### src/rtl/bmp280_avalon_arbiter_if.sv
// ---------------------------------------------------------------------------
// bmp280_avalon_arbiter_if
// Purpose : one Avalon-MM link (address/command/data plus response signals).
//           Used three times around the arbiter: BMP280 master link, host
//           master link and the shared slave link.
// Modports: master - the side that issues commands (drives address, read,
//                    write, byteenable, writedata; receives readdata,
//                    readdatavalid, waitrequest)
//           slave  - the side that answers commands (mirror of master)
// ---------------------------------------------------------------------------
interface bmp280_avalon_arbiter_if #(
    parameter int AW = 32,
    parameter int DW = 32
);
    logic [AW-1:0]   address;
    logic            read;
    logic            write;
    logic [DW/8-1:0] byteenable;
    logic [DW-1:0]   writedata;
    logic [DW-1:0]   readdata;
    logic            readdatavalid;
    logic            waitrequest;

    modport master (
        output address, read, write, byteenable, writedata,
        input  readdata, readdatavalid, waitrequest
    );

    modport slave (
        input  address, read, write, byteenable, writedata,
        output readdata, readdatavalid, waitrequest
    );
endinterface

### src/rtl/bmp280_avalon_arbiter.sv
// ---------------------------------------------------------------------------
// bmp280_avalon_arbiter
// Purpose : round-robin arbiter sharing one Avalon-MM slave between the BMP280
//           sampling engine (m0) and a host master (m1). One transaction is in
//           flight at a time; reads wait in RDWAIT until readdatavalid or a
//           timeout, which returns 0xDEADBEEF and sets a sticky error flag.
// Ports   : clk         system clock
//           rst_n       synchronous reset, active low
//           m0, m1      master links (arbiter acts as their slave)
//           s           shared slave link (arbiter acts as its master)
//           timeout_err sticky read-timeout flag, cleared only by reset
// ---------------------------------------------------------------------------
module bmp280_avalon_arbiter #(
    parameter int AW         = 32,
    parameter int DW         = 32,
    parameter int RD_TIMEOUT = 255
) (
    input  logic                    clk,
    input  logic                    rst_n,
    bmp280_avalon_arbiter_if.slave  m0,
    bmp280_avalon_arbiter_if.slave  m1,
    bmp280_avalon_arbiter_if.master s,
    output logic                    timeout_err
);

    typedef enum logic [1:0] {
        IDLE   = 2'd0,
        CMD    = 2'd1,
        RDWAIT = 2'd2
    } state_t;

    state_t          state_reg;
    state_t          state_next;

    logic            ptr_reg;      // master that wins a simultaneous request
    logic            grant_reg;    // master owning the current transaction
    logic [AW-1:0]   s_address_reg;
    logic            s_read_reg;
    logic            s_write_reg;
    logic [DW/8-1:0] s_byteenable_reg;
    logic [DW-1:0]   s_writedata_reg;
    logic [15:0]     cnt_reg;
    logic            timeout_err_reg;

    logic            req0;
    logic            req1;
    logic            win;
    logic            accept;
    logic            timeout_hit;
    logic            rd_done;
    logic [DW-1:0]   rd_data;

    assign req0 = m0.read | m0.write;
    assign req1 = m1.read | m1.write;

    // Contention goes to the pointer; otherwise whoever asks.
    assign win = (req0 && req1) ? ptr_reg : req1;

    assign accept = (state_reg == CMD) && !s.waitrequest;

    // cnt_reg is 0 in the first RDWAIT cycle, so the timeout response is
    // produced in the cycle after RD_TIMEOUT full cycles of waiting.
    assign timeout_hit = (state_reg == RDWAIT) && (cnt_reg == 16'(RD_TIMEOUT));
    assign rd_done     = (state_reg == RDWAIT) && (s.readdatavalid || timeout_hit);

    // Real slave data wins over a timeout landing in the same cycle.
    assign rd_data = (timeout_hit && !s.readdatavalid) ? DW'(32'hDEAD_BEEF) : s.readdata;

    // ---------------- state register ----------------
    always_ff @(posedge clk) begin
        if (!rst_n) begin
            state_reg <= IDLE;
        end else begin
            state_reg <= state_next;
        end
    end

    // ---------------- next-state logic ----------------
    always_comb begin
        state_next = state_reg;
        case (state_reg)
            IDLE: begin
                if (req0 || req1) begin
                    state_next = CMD;
                end
            end
            CMD: begin
                if (accept) begin
                    state_next = s_read_reg ? RDWAIT : IDLE;
                end
            end
            RDWAIT: begin
                if (rd_done) begin
                    state_next = IDLE;
                end
            end
            default: state_next = IDLE;
        endcase
    end

    // ---------------- output logic ----------------
    always_comb begin
        m0.waitrequest   = 1'b1;
        m1.waitrequest   = 1'b1;
        m0.readdatavalid = 1'b0;
        m1.readdatavalid = 1'b0;
        m0.readdata      = rd_data;
        m1.readdata      = rd_data;
        case (state_reg)
            CMD: begin
                // Only the granted master sees the slave's stall.
                if (grant_reg) begin
                    m1.waitrequest = s.waitrequest;
                end else begin
                    m0.waitrequest = s.waitrequest;
                end
            end
            RDWAIT: begin
                m0.readdatavalid = rd_done && !grant_reg;
                m1.readdatavalid = rd_done && grant_reg;
            end
            default: begin
            end
        endcase
    end

    // ---------------- datapath registers ----------------
    always_ff @(posedge clk) begin
        if (!rst_n) begin
            ptr_reg          <= 1'b0;
            grant_reg        <= 1'b0;
            s_address_reg    <= '0;
            s_read_reg       <= 1'b0;
            s_write_reg      <= 1'b0;
            s_byteenable_reg <= '0;
            s_writedata_reg  <= '0;
            cnt_reg          <= 16'd0;
            timeout_err_reg  <= 1'b0;
        end else begin
            case (state_reg)
                IDLE: begin
                    if (req0 || req1) begin
                        grant_reg        <= win;
                        s_address_reg    <= win ? m1.address    : m0.address;
                        s_byteenable_reg <= win ? m1.byteenable : m0.byteenable;
                        s_writedata_reg  <= win ? m1.writedata  : m0.writedata;
                        // read+write together is a read; the write is dropped
                        s_read_reg       <= win ? m1.read : m0.read;
                        s_write_reg      <= win ? (m1.write && !m1.read)
                                                : (m0.write && !m0.read);
                    end
                end
                CMD: begin
                    if (accept) begin
                        s_read_reg  <= 1'b0;
                        s_write_reg <= 1'b0;
                        ptr_reg     <= ~grant_reg;
                        cnt_reg     <= 16'd0;
                    end
                end
                RDWAIT: begin
                    cnt_reg <= cnt_reg + 16'd1;
                    if (timeout_hit && !s.readdatavalid) begin
                        timeout_err_reg <= 1'b1;
                    end
                end
                default: begin
                end
            endcase
        end
    end

    assign s.address    = s_address_reg;
    assign s.read       = s_read_reg;
    assign s.write      = s_write_reg;
    assign s.byteenable = s_byteenable_reg;
    assign s.writedata  = s_writedata_reg;
    assign timeout_err  = timeout_err_reg;

endmodule

### src/flat_wrapper.sv
// flat-port wrapper written by rule: the top's interface ports become plain ports
module bmp280_avalon_arbiter_flat 
#(
    parameter int AW         = 32,
    parameter int DW         = 32,
    parameter int RD_TIMEOUT = 255
)
  (clk, rst_n, timeout_err, m0_address, m0_read, m0_write, m0_byteenable, m0_writedata, m0_readdata, m0_readdatavalid, m0_waitrequest, m1_address, m1_read, m1_write, m1_byteenable, m1_writedata, m1_readdata, m1_readdatavalid, m1_waitrequest, s_address, s_read, s_write, s_byteenable, s_writedata, s_readdata, s_readdatavalid, s_waitrequest);
  bmp280_avalon_arbiter_if #(.AW(AW), .DW(DW)) m0_i ();
  bmp280_avalon_arbiter_if #(.AW(AW), .DW(DW)) m1_i ();
  bmp280_avalon_arbiter_if #(.AW(AW), .DW(DW)) s_i ();
  input  logic clk;
  input  logic rst_n;
  output logic timeout_err;
  input wire logic [$bits(m0_i.address)-1:0] m0_address;
  input wire logic [$bits(m0_i.read)-1:0] m0_read;
  input wire logic [$bits(m0_i.write)-1:0] m0_write;
  input wire logic [$bits(m0_i.byteenable)-1:0] m0_byteenable;
  input wire logic [$bits(m0_i.writedata)-1:0] m0_writedata;
  output wire logic [$bits(m0_i.readdata)-1:0] m0_readdata;
  output wire logic [$bits(m0_i.readdatavalid)-1:0] m0_readdatavalid;
  output wire logic [$bits(m0_i.waitrequest)-1:0] m0_waitrequest;
  input wire logic [$bits(m1_i.address)-1:0] m1_address;
  input wire logic [$bits(m1_i.read)-1:0] m1_read;
  input wire logic [$bits(m1_i.write)-1:0] m1_write;
  input wire logic [$bits(m1_i.byteenable)-1:0] m1_byteenable;
  input wire logic [$bits(m1_i.writedata)-1:0] m1_writedata;
  output wire logic [$bits(m1_i.readdata)-1:0] m1_readdata;
  output wire logic [$bits(m1_i.readdatavalid)-1:0] m1_readdatavalid;
  output wire logic [$bits(m1_i.waitrequest)-1:0] m1_waitrequest;
  output wire logic [$bits(s_i.address)-1:0] s_address;
  output wire logic [$bits(s_i.read)-1:0] s_read;
  output wire logic [$bits(s_i.write)-1:0] s_write;
  output wire logic [$bits(s_i.byteenable)-1:0] s_byteenable;
  output wire logic [$bits(s_i.writedata)-1:0] s_writedata;
  input wire logic [$bits(s_i.readdata)-1:0] s_readdata;
  input wire logic [$bits(s_i.readdatavalid)-1:0] s_readdatavalid;
  input wire logic [$bits(s_i.waitrequest)-1:0] s_waitrequest;
  assign m0_i.address = m0_address;
  assign m0_i.read = m0_read;
  assign m0_i.write = m0_write;
  assign m0_i.byteenable = m0_byteenable;
  assign m0_i.writedata = m0_writedata;
  assign m0_readdata = m0_i.readdata;
  assign m0_readdatavalid = m0_i.readdatavalid;
  assign m0_waitrequest = m0_i.waitrequest;
  assign m1_i.address = m1_address;
  assign m1_i.read = m1_read;
  assign m1_i.write = m1_write;
  assign m1_i.byteenable = m1_byteenable;
  assign m1_i.writedata = m1_writedata;
  assign m1_readdata = m1_i.readdata;
  assign m1_readdatavalid = m1_i.readdatavalid;
  assign m1_waitrequest = m1_i.waitrequest;
  assign s_address = s_i.address;
  assign s_read = s_i.read;
  assign s_write = s_i.write;
  assign s_byteenable = s_i.byteenable;
  assign s_writedata = s_i.writedata;
  assign s_i.readdata = s_readdata;
  assign s_i.readdatavalid = s_readdatavalid;
  assign s_i.waitrequest = s_waitrequest;
  bmp280_avalon_arbiter #(.AW(AW), .DW(DW), .RD_TIMEOUT(RD_TIMEOUT)) u_core (.clk(clk), .rst_n(rst_n), .m0(m0_i), .m1(m1_i), .s(s_i), .timeout_err(timeout_err));
endmodule
### config.mk
export PLATFORM = sky130hd
export DESIGN_NAME = bmp280_avalon_arbiter_flat
export DESIGN_NICKNAME = d
export VERILOG_FILES = /design/src/rtl/bmp280_avalon_arbiter_if.sv /design/src/rtl/bmp280_avalon_arbiter.sv /design/src/flat_wrapper.sv
export SDC_FILE = /design/constraint.sdc
export NUM_CORES = 1
export LEC_CHECK = 0
export ABC_AREA = 1
export BUFFER_PORTS_ARGS = -buffer_cell sky130_fd_sc_hd__buf_4
export CAP_MARGIN = 0
export CORE_AREA = 3 3 123 125
export DETAILED_ROUTE_END_ITERATION = 10
export DIE_AREA = 0 0 126 128
export PLACE_DENSITY = 0.73
export SYNTH_ARGS = -nofsm -noshare
export SYNTH_HDL_FRONTEND = slang
export SYNTH_SLANG_ARGS = --single-unit
### constraint.sdc
create_clock -name clk -period 2.1 [get_ports clk]
set_input_delay 0.315 -clock clk [delete_from_list [all_inputs] [get_ports clk]]
set_output_delay 0.315 -clock clk [all_outputs]
set_load 0.02 [all_outputs]
Yosys cells after proc, flatten, opt, wreduce, memory -nomap -nowiden
Index checks and enable logic that the tools add are counted.
Widths: inputs -> output; s select.
{ "totals": {"register_bits": 91, "latchBits": 0, "ramBits": 0, "romBits": 0, "inputBits": 176, "output_inout_bits": 139, "word_cells": 70, "mem_count": 0} }
{ "op_classes": {"n_addsub": 1, "mul": 0, "n_div": 0, "n_lt_le_gt_ge": 0, "n_eq_ne": 6, "n_shift": 0, "mux": 25, "n_bitwise": 3, "n_reduce_logical": 25} }
{ "ops": {"columns": ["operator", "n"], "rows": [
  ["$mux 32", 3],
  ["$pmux 16 s2", 1],
  ["$add 16x1->16 const B", 1],
  ["$eq 16x8->1 const B", 1],
  ["$mux 16", 1],
  ["$mux 1", 12],
  ["$logic_and 1x1->1", 9],
  ["$mux 2", 4],
  ["$reduce_and 2->1", 4],
  ["$ne 2x1->1 const B", 3],
  ["$pmux 2 s3", 1],
  ["$reduce_and 3->1", 2],
  ["$logic_not 1->1", 5],
  ["$mux 4", 1],
  ["$pmux 1 s2", 2],
  ["$reduce_bool 2->1", 2],
  ["$eq 2x1->1 const B", 1],
  ["$eq 2x2->1 const B", 1],
  ["$logic_not 2->1", 1],
  ["$logic_or 1x1->1", 2],
  ["$or 1x1->1", 2],
  ["$not 1->1", 1]
]} }

Longest topological paths before layout
{ "logic_depth": {"word_depth": 6, "mapped_depth": 10, "depth_no_buf": 8} }

Least setup slack after synthesis
No wires, ideal clock.
{ "synth_timing": {"path_kind": "reg2out", "from": "register u_core.cnt_reg[0]", "to": "output port m1_readdata[0]", "arrival_ps": 1509, "path_slack_ps": 276, "stages_incl_launch_ff": 10, "path_cell_list": "dfxtp_1 -> ha_1 -> nand3_1 -> inv_1 -> nand2_1 -> inv_2 -> nand3_2 -> buf_2 -> nand2_1 -> buf_4"} }
{ "synth_via": {"elab_chain_len": 4} }
{ "synth_lines": {"columns": ["element", "line", "text"], "rows": [
  ["start: declaration", "bmp280_avalon_arbiter.sv:42", "logic [15:0] cnt_reg;"],
  ["start signal: assignment", "bmp280_avalon_arbiter.sv:162", "cnt_reg <= cnt_reg + 16'd1;"],
  ["$eq 16x8->1", "bmp280_avalon_arbiter.sv:63", "assign timeout_hit = (state_reg == RDWAIT) && (cnt_reg == 16'(RD_TIMEOUT));"],
  ["$logic_and 1x1->1", "bmp280_avalon_arbiter.sv:63", null],
  ["$logic_and 1x1->1", "bmp280_avalon_arbiter.sv:67", "assign rd_data = (timeout_hit && !s.readdatavalid) ? DW'(32'hDEAD_BEEF) : s.readdata;"],
  ["$mux 32", "bmp280_avalon_arbiter.sv:67", null],
  ["end: declaration", "flat_wrapper.sv:28", "output wire logic [$bits(m1_i.readdata)-1:0] m1_readdata;"]
]} }
No other way between the ends.

Worst setup path after layout
{ "layout_timing": {"from": "register u_core.cnt_reg[0]", "to": "output port m1_readdata[27]"} }
The elaborated chain is that of the path after synthesis.

==> impl_metrics.env <==
export IMPL_status="finished clean"
export IMPL_fin_skew_ns=0.00816
export IMPL_first_global_vias=4868
export IMPL_dpl_cell_count=1112
export IMPL_report_power_total_mw=5.46
export IMPL_ant_nets=0
export IMPL_setup_viol=0
export IMPL_areaGrowthSynthToFinish_pct=66.3
export IMPL_maxCapViolCount=0
export IMPL_cts_clk_slew_worst_paths_ns=0.07
export IMPL_worst_path_max_fanout=8
export IMPL_powerDensity_nw_per_um2=710
export IMPL_syn_area_um2=4620
export IMPL_firstDrtPassIters=4
export IMPL_syn_instance_count=683
export IMPL_grt_antenna_before_repair=0
export IMPL_wl_met2_um=9030
export IMPL_cts_buffers=9
export IMPL_track_usage=0.192
export IMPL_fin_area_um2=7680
export IMPL_ctsHoldBuffers=0
export IMPL_die_area_um2=16100
export IMPL_rsz0062_at_grt="yes"
export IMPL_layout_commonest_cell="buf_4"
export IMPL_num_rows=43
export IMPL_stdcell_count=1137
export IMPL_yosysUniqueCellTypes=28
export IMPL_htreeDepth=3
export IMPL_synth_enable_flop_cells=0
export IMPL_initial_utilization=0.330
export IMPL_finalSetupTns_ns=0
export IMPL_io_pins=315
export IMPL_synthArstFlopShare=0
export IMPL_hold_viol_final=0
export IMPL_drive_above_1_share=0.429
export IMPL_post_drt_wl_per_cell_um=14.9
export IMPL_clk_latency_ns=0.35
export IMPL_vias=5428
export IMPL_cts_sinks=91
export IMPL_setup_worst_path_start_class="register"
export IMPL_drv_slew=0
export IMPL_cts_buffer_depth=2
export IMPL_ys_ff_latch=91
export IMPL_synth_top_flop_cell="dfxtp_1"
export IMPL_synth_avg_cell_area_um2=6.77
export IMPL_crit_required_ns=1.78
export IMPL_core_um2=14000
export IMPL_end_kind="primary output"
export IMPL_die_x_um=126
export IMPL_place_area_um2=6890
export IMPL_highest_signal_layer="met4"
export IMPL_p_leak_nw=3.68
export IMPL_grt_remaining_overflow=0
export IMPL_max_freq_ghz=0.484
export IMPL_min_period_over_period=0.984
export IMPL_drt_iter0_markers=215
export IMPL_grt_max_degree=82
export IMPL_tightest_slew_ns=0.378
export IMPL_via_per_inst=4.77
export IMPL_ir_drop_uv=426
export IMPL_grt_pass1_wl_um=24800
export IMPL_port_buffers=314
export IMPL_wl_met3_um=1800
export IMPL_hold_path_class="primary input to register"
export IMPL_yosys_warnings=0
export IMPL_antenna_cells=0
export IMPL_globalplace_congestion=0.829
export IMPL_cts_tree="yes"
export IMPL_fin_nets=1130
export IMPL_seq_area_um2=1840
export IMPL_seq_area_frac_synth=0.394
export IMPL_wl_um=17000
export IMPL_final_fill_count=1332
export IMPL_cts_root_buf="clkbuf_16"
export IMPL_drcViolationCount=0
export IMPL_crit_arrival_ns=1.75
export IMPL_die_y_um=128
export IMPL_dp_hpwl_um=12500
export IMPL_period_needed_ns=2.07
export IMPL_mostFrequentLayoutCells="272 x buf_4, 189 x nand2_1, 84 x dfxtp_1, 76 x o21ai_0, 68 x a31oi_1"
export IMPL_max_slew_margin=0.748
export IMPL_wl_met1_um=5830
export IMPL_multi_input_area_um2=2300
export IMPL_syn_nets=860
export IMPL_crit_type="register to primary output"
-- critical path: stages, from the launching register on --
cell     delay, ns
dfxtp_2       0.35
ha_4          0.15
nand3_4       0.08
inv_2         0.07
nand2_2       0.05
inv_2         0.08
nand3_4       0.18
buf_8         0.21
nand2_2       0.09
buf_4         0.15
-- what timing repair did --
item,CTS,global route
pin swaps,3,4
endpoints found under the setup margin,66,61
setup buffers,5,3
gates cloned,2,0
gates resized for setup,22,104
-- final cells by class --
| type | count | area share |
|---|---|---|
| clock inverter | 5 | 0.00505 |
| timing repair buffer | 334 | 0.365 |
| tap | 180 | 0.0293 |
| inverter | 61 | 0.0306 |
| clock buffer | 10 | 0.0311 |
| sequential | 91 | 0.239 |
| multi-input combinational | 456 | 0.300 |
-- worst paths after layout --
check,slack [ns],startpoint,cells past startpoint,to
hold / removal,0.22,m0_writedata[1],3,u_core.s.writedata[1]
setup / recovery,0.03,u_core.cnt_reg[0],9,m1_readdata[27]
hold reg to reg,0.45,u_core.timeout_err,2,u_core.timeout_err
setup reg to reg,0.51,u_core.state_reg[0],7,u_core.s.write
-- logic make-up (layout without fill, tap and decap cells) --
group / count (synthesis) / count (layout) / synth area share
and+or+nand+nor: 276 / 276 / 0.240
DFF: 91 / 91 / 0.394
AOI/OAI and AO/OA: 179 / 179 / 0.215
adders and majority gates: 1 / 1 / 0.00271
buffers and inverters: 136 / 410 / 0.148
-- power breakdown --
part	switching, mW	leakage, nW	total, mW	internal [mW]
Combinational	1.04	2.80	1.86	0.825
Sequential	0.111	0.756	2.06	1.95
Clock	0.707	0.123	1.54	0.832
-- stage by stage --
step	hold slack, ns	setup slack [ns]	utilization
after floorplan	0.454	0.276	-
after global placement	0.441	0.207	0.493
after detailed placement	0.441	0.160	0.493
after CTS	0.216	0.00499	0.522
after global routing	0.221	-0.0887	0.549
final	0.225	0.0337	0.549
-- cells in the mapped netlist, types with 4 or more instances --
cell type  instances  area, um^2
a31oi_1           68         425
nand4_1            4        25.0
o21ai_0           76         380
a21oi_1           21         105
o21ai_1            8        40.0
nand2_1          219         822
nor2_1            26        97.6
inv_1             50         188
clkbuf_1          15        56.3
buf_2             23         115
inv_2             10        37.5
buf_4             36         270
nand3_1           17        85.1
dfxtp_1           91        1820
-- metal layers --
layer | vias up | global-route usage
li1 | 2764 | -
met1 | 2395 | 0.200
met2 | 247 | 0.358
met3 | 22 | 0.0721
met4 | 0 | 0.0593
met5 | - | 0
Power figures use the tool's default switching activity.
